===== src/rtl/key_debounce.sv =====
// key_debounce: front-panel key conditioner for the manual timing generator.
// Synchronises and debounces six momentary keys, accepts exactly one key per
// manual cycle, and holds key_start until the generator reports end of cycle.
// Optional feature: define KEY_REPEAT_EN to auto-repeat a held DEP or EXAM key.
// Key map: [0]START [1]LOAD_ADD [2]DEP [3]EXAM [4]CONT [5]STOP.
module key_debounce #(
    parameter int DEB_CYCLES    = 100000,
    parameter int DEB_W         = 17
`ifdef KEY_REPEAT_EN
    ,
    parameter int REPEAT_CYCLES = 10000000,
    parameter int RPT_W         = 24
`endif
) (
    input  logic       clk,
    input  logic       rst_n,
    input  logic [5:0] key_raw,
    input  logic       mfts_busy,
    input  logic       mftp2,
    output logic [5:0] key_deb,
    output logic [5:0] key_sel,
    output logic       key_start,
    output logic       key_err
);

    localparam logic [DEB_W-1:0] DEB_MAX = DEB_W'(DEB_CYCLES - 1);

    typedef enum logic [1:0] {
        IDLE = 2'd0,
        REQ  = 2'd1,
        DONE = 2'd2,
        ERR  = 2'd3
    } state_t;

    logic [5:0]       sync1_q;
    logic [5:0]       sync_q;
    logic [5:0]       deb_q;
    logic [5:0]       deb_prev_q;
    logic [DEB_W-1:0] deb_cnt [6];

    state_t     state_q, state_d;
    logic [5:0] sel_q, sel_d;
    logic       start_q, start_d;
    logic       err_q, err_d;

    logic [5:0] rise;
    logic       multi;
    logic       single;

`ifdef KEY_REPEAT_EN
    localparam logic [RPT_W-1:0] RPT_MAX = RPT_W'(REPEAT_CYCLES - 1);
    logic [RPT_W-1:0] rpt_q, rpt_d;
    logic             rpt_key;
`endif

    // Two-flop synchroniser for the asynchronous key inputs.
    // NOTE: non-blocking assignments make both flops sample the old values on the same edge; blocking here would collapse the chain to one flop.
    always_ff @(posedge clk or negedge rst_n) begin
        if (!rst_n) begin
            sync1_q <= '0;
            sync_q  <= '0;
        end else begin
            sync1_q <= key_raw;
            sync_q  <= sync1_q;
        end
    end

    // Per-key debounce: accept a new level only after it is stable for DEB_CYCLES clocks.
    // NOTE: the counter array is only a handful of flops, so it is reset like any other state rather than left as uninitialised memory.
    always_ff @(posedge clk or negedge rst_n) begin
        if (!rst_n) begin
            deb_q <= '0;
            for (int i = 0; i < 6; i++) deb_cnt[i] <= '0;
        end else begin
            for (int i = 0; i < 6; i++) begin
                if (sync_q[i] == deb_q[i]) begin
                    deb_cnt[i] <= '0;
                end else if (deb_cnt[i] == DEB_MAX) begin
                    deb_q[i]   <= sync_q[i];
                    deb_cnt[i] <= '0;
                end else begin
                    deb_cnt[i] <= deb_cnt[i] + 1'b1;
                end
            end
        end
    end

    // Previous debounced level, used for rising-edge detection.
    always_ff @(posedge clk or negedge rst_n) begin
        if (!rst_n) deb_prev_q <= '0;
        else        deb_prev_q <= deb_q;
    end

    assign rise   = deb_q & ~deb_prev_q;
    assign multi  = |(deb_q & (deb_q - 6'd1));
    assign single = (deb_q != 6'd0) && !multi;

`ifdef KEY_REPEAT_EN
    // Only DEP and EXAM are allowed to auto-repeat.
    assign rpt_key = sel_q[2] | sel_q[3];
`endif

    // FSM state and registered outputs.
    always_ff @(posedge clk or negedge rst_n) begin
        if (!rst_n) begin
            state_q <= IDLE;
            sel_q   <= '0;
            start_q <= 1'b0;
            err_q   <= 1'b0;
`ifdef KEY_REPEAT_EN
            rpt_q   <= '0;
`endif
        end else begin
            state_q <= state_d;
            sel_q   <= sel_d;
            start_q <= start_d;
            err_q   <= err_d;
`ifdef KEY_REPEAT_EN
            rpt_q   <= rpt_d;
`endif
        end
    end

    // FSM next-state and next-output decisions.
    always_comb begin
        // NOTE: every target gets a default first so no path leaves one unassigned, which would infer a latch.
        state_d = state_q;
        sel_d   = sel_q;
        start_d = start_q;
        err_d   = err_q;
`ifdef KEY_REPEAT_EN
        rpt_d   = '0;
`endif
        case (state_q)
            IDLE: begin
                if (multi) begin
                    err_d   = 1'b1;
                    state_d = ERR;
                end else if (single && (rise == deb_q) && !mfts_busy) begin
                    sel_d   = rise;
                    start_d = 1'b1;
                    state_d = REQ;
                end
            end
            REQ: begin
                // Request stays up until the cycle completes, whatever the keys do.
                if (mftp2) begin
                    start_d = 1'b0;
                    state_d = DONE;
                end
            end
            DONE: begin
                if (deb_q == 6'd0) begin
                    sel_d   = '0;
                    state_d = IDLE;
                end
`ifdef KEY_REPEAT_EN
                else if (rpt_key && (deb_q == sel_q)) begin
                    if (rpt_q == RPT_MAX) begin
                        start_d = 1'b1;
                        state_d = REQ;
                    end else begin
                        rpt_d = rpt_q + 1'b1;
                    end
                end
`endif
            end
            ERR: begin
                if (deb_q == 6'd0) begin
                    err_d   = 1'b0;
                    state_d = IDLE;
                end
            end
            default: begin
                state_d = IDLE;
            end
        endcase
    end

    assign key_deb   = deb_q;
    assign key_sel   = sel_q;
    assign key_start = start_q;
    assign key_err   = err_q;

endmodule

===== config.mk =====
export PLATFORM = sky130hd
export DESIGN_NAME = key_debounce
export DESIGN_NICKNAME = d
export VERILOG_FILES = /design/src/rtl/key_debounce.sv
export SDC_FILE = /design/constraint.sdc
export NUM_CORES = 1
export LEC_CHECK = 0
export ABC_AREA = 1
export CAP_MARGIN = 25
export CORE_AREA = 2 2 129 131
export DETAILED_ROUTE_END_ITERATION = 16
export DIE_AREA = 0 0 131 133
export GPL_ROUTABILITY_DRIVEN = 0
export GPL_TIMING_DRIVEN = 0
export HOLD_SLACK_MARGIN = 0.08
export PLACE_DENSITY = 0.62
export SYNTH_ARGS = -nofsm -noshare
export SYNTH_HDL_FRONTEND = slang
export SYNTH_SLANG_ARGS = --single-unit

===== constraint.sdc =====
create_clock -name clk -period 1.45 [get_ports clk]
set_clock_uncertainty 0.05 [all_clocks]
set_input_delay 0.29 -clock clk [delete_from_list [all_inputs] [get_ports clk]]
set_output_delay 0.29 -clock clk [all_outputs]
set_load 0.01 [all_outputs]

==> results of run 1 <==
-- registers in the layout, indices dropped and copies added, names as in the netlist --
name        count
deb_cnt       102
deb_prev_q      6
key_deb         6
key_sel         6
sync1_q         6
sync_q          6
state_q         2
key_err         1
key_start       1
-- power groups by stage --
stage                     sequential (W)  combinational, W  clock, W
final                            0.00392          0.000397   0.00427
after CTS                        0.00390          0.000310   0.00435
after global placement           0.00396          0.000245         0
after floorplan                  0.00396          0.000111         0
after global routing             0.00392          0.000449   0.00453
after detailed placement         0.00396          0.000257         0
-- metrics by stage --
stage,utilization,area [um2]
after floorplan,-,7090
after global placement,0.470,7600
after detailed placement,0.471,7620
after CTS,0.540,8740
after global routing,0.601,9720
final,0.601,9720
-- cell families after synthesis --
| group | after synthesis | share of synthesized area |
|---|---|---|
| simple gates | 538 | 0.362 |
| xor+xnor | 48 | 0.0593 |
| fa+ha+maj | 6 | 0.0106 |
| flops | 136 | 0.480 |
| compound gates | 29 | 0.0222 |
| buf+inv | 124 | 0.0656 |
-- cell type report --
cell class / instances / area [um2]
multi-input combinational: 625 / 4140
clock buffer: 24 / 482
timing repair buffer: 94 / 825
clock inverter: 7 / 93.8
inverter: 124 / 478
sequential: 136 / 3420
fill: 1360 / 6460
tap: 220 / 275
-- synth_stat cells --
library cell	instances
a211oi_1	4
a21oi_1	16
clkinv_1	1
dfrtp_1	136
ha_1	6
inv_1	119
inv_2	4
nand2_1	168
nand2_2	8
nand2_4	3
nand3_1	64
nand3_2	3
nand3b_1	6
nand4_1	51
nor2_1	159
nor2_2	8
nor2_4	4
nor2_8	1
nor3_1	36
nor3_2	5
nor3_4	2
nor3b_1	12
nor3b_2	4
nor4_1	1
o21a_1	1
o21ai_0	7
o21ai_1	1
or2_2	3
xnor2_1	4
xor2_1	44
-- critical path, cell delays in order (launching register included) --
cell	delay, ps
dfrtp_1	380
ha_2	200
nand2_2	80
nor2_4	150
inv_2	80
nor2_4	120
nand2_4	130
nand2_8	120
nor2_1	40
o21a_1	100
-- metal layers --
metal | track usage | part of all wire | up-vias
li1 | - | - | 3082
met1 | 0.264 | 0.44 | 2966
met2 | 0.308 | 0.49 | 127
met3 | 0.0550 | 0.039 | 33
met4 | 0.0757 | 0.023 | 0
met5 | 0 | 0 | -
-- path summary, 6_finish.rpt --
kind	start	endpoint	slack, ps	cells past startpoint
max in group asynchronous	rst_n	deb_cnt[74]$_DFF_PN0_	220	3
min in group asynchronous	rst_n	deb_cnt[62]$_DFF_PN0_	290	2
max	deb_cnt[0]$_DFF_PN0_	deb_cnt[12]$_DFF_PN0_	-100	9
min	key_raw[0]	sync1_q[0]$_DFF_PN0_	240	1
max reg2reg	deb_cnt[0]$_DFF_PN0_	deb_cnt[12]$_DFF_PN0_	-100	9
min reg2reg	sync1_q[4]$_DFF_PN0_	sync_q[4]$_DFF_PN0_	300	0
-- timing repair --
action                                  CTS  global route
endpoints found under the setup margin   88           107
hold buffers                              1             0
pin swaps                                23            68
gates resized for setup                 110           183
buffers inserted                         28            42
endpoints found under the hold margin    44             0
gates cloned                              3             1
==> out/qor.tcl, run 1 <==
set qor(outcome) {finished with violations}
set qor(violated_checks) {negative setup slack}
set qor(place.port_buffers) 23
set qor(placement.setup.worst_slack_ps) -356
set qor(dp_hpwl_mm) 10.2
set qor(clkPwrFrac) 0.497
set qor(timing.final.crit_share) 1.07
set qor(synth_top_cell_area_share) 0.480
set qor(finalSetupTns_ps) -1890
set qor(drt_pre_antenna_iters) 5
set qor(drt-vias-per-instance) 5.05
set qor(initial_core_utilization) 0.438
set qor(count_of_vias_placed_by_the_detailed_router) 6208
set qor(layout_commonest_cell) {nand2_1}
set qor(maximum_level_of_the_cts_h_tree) 4
set qor(synth_area_leader_cell) {dfrtp_1}
set qor(global_route.overflow_total) 0
set qor(postSynthNetCount) 897
set qor(cap_viol_max_count) 0
set qor(die-area_um2) 17400
set qor(seq_total_area_yosys) 0.480
set qor(pin_count_of_the_biggest_net_entering_global_routing) 93
set qor(wl_per_cell_um) 13.8
set qor(wire_length_of_the_first_global_routing_pass_mm) 27.2
set qor(setup_viol) 46
set qor(globalRouteTotalUtil) 0.198
set qor(whs_ps) 240
set qor(critical_path.endpoint_type) {flop}
set qor(cts-root-buf) {clkbuf_16}
set qor(grt_antenna_before_repair) 0
set qor(post-route-min-period_ps) 1550
set qor(cts_made_buffers) 17
set qor(most-common-layout-cells) {nand2_1 (130), dfrtp_1 (123), nor2_1 (121)}
set qor(net-switching-power_w) 0.00191
set qor(power_density_nw_per_um2) 883
set qor(area.growth.synth_to_final_pct) 37.0
set qor(worst_ir_drop_vdd_mv) 0.829
set qor(yosys_warnings) 0
set qor(timing.final.max_slew_violations) 0
set qor(power.static_leakage_nw) 4.41
set qor(clockBufferDepth) 2
set qor(worstPathRequired_ps) 1720
set qor(p_sw_frac) 0.222
set qor(drc) 0
set qor(synthesis.instances) 881
set qor(synth_cell_types) 30
set qor(placed_cells) 1125
set qor(power.share.sequential) 0.456
set qor(finalWirelength_mm) 17.0
set qor(hold_viol) 0
set qor(synth.avg_cell_area_um2) 8.05
set qor(worstPathArrival_ps) 1820
set qor(achievable-frequency_ghz) 0.644
set qor(detail_route_antenna_nets) 0
set qor(timing_worst_setup_path_type) {flop to flop}
set qor(worst_skew_pair.late_latency_ps) 430
set qor(synth.top_cells.by_area) {dfrtp_1 (48%), nand2_1 (8.9%), nor2_1 (8.4%), inv_1 (6.3%), xor2_1 (5.4%)}
set qor(mappedNetlistArea_um2) 7090
set qor(i_o_pin_count) 24
set qor(cts_tree) {yes}
set qor(post-layout-total-power_w) 0.00858
set qor(rsz0062_at_grt) {yes}
set qor(worst-path-max-fanout) 5
set qor(synth-seq-cells) 136
set qor(worst_pin_slew_ps) 507
set qor(fin_cells) 1230
set qor(rows) 47
set qor(cts.sink_count) 136
set qor(internal-power_w) 0.00667
set qor(core_area_um2) 16200
set qor(num_antenna_cells) 0
set qor(post_route_cells_drive_above_1_share) 0.313
set qor(power.share.combinational) 0.046
set qor(detail_route.iter0.violations) 325
set qor(die_x_um) 131
set qor(fin_ws_ps) -102
set qor(nature_of_the_critical_path_startpoint) {flop}
set qor(grt_pass1_vias) 5785
set qor(chipHeight_um) 133
set qor(maxSlewHeadroom) 0.662
set qor(cts.clk_slew.worst_paths_ps) 60
set qor(hold_path.class) {input port to flop}
set qor(final_net_count) 1014
Power figures use the tool's default switching activity.
==> inputs of run 2 (changes only) <==
- CTS_CLUSTER_SIZE: not set -> 28
==> results of run 2 <==
Final layout, timing and power as in run 1 (identical DEF).
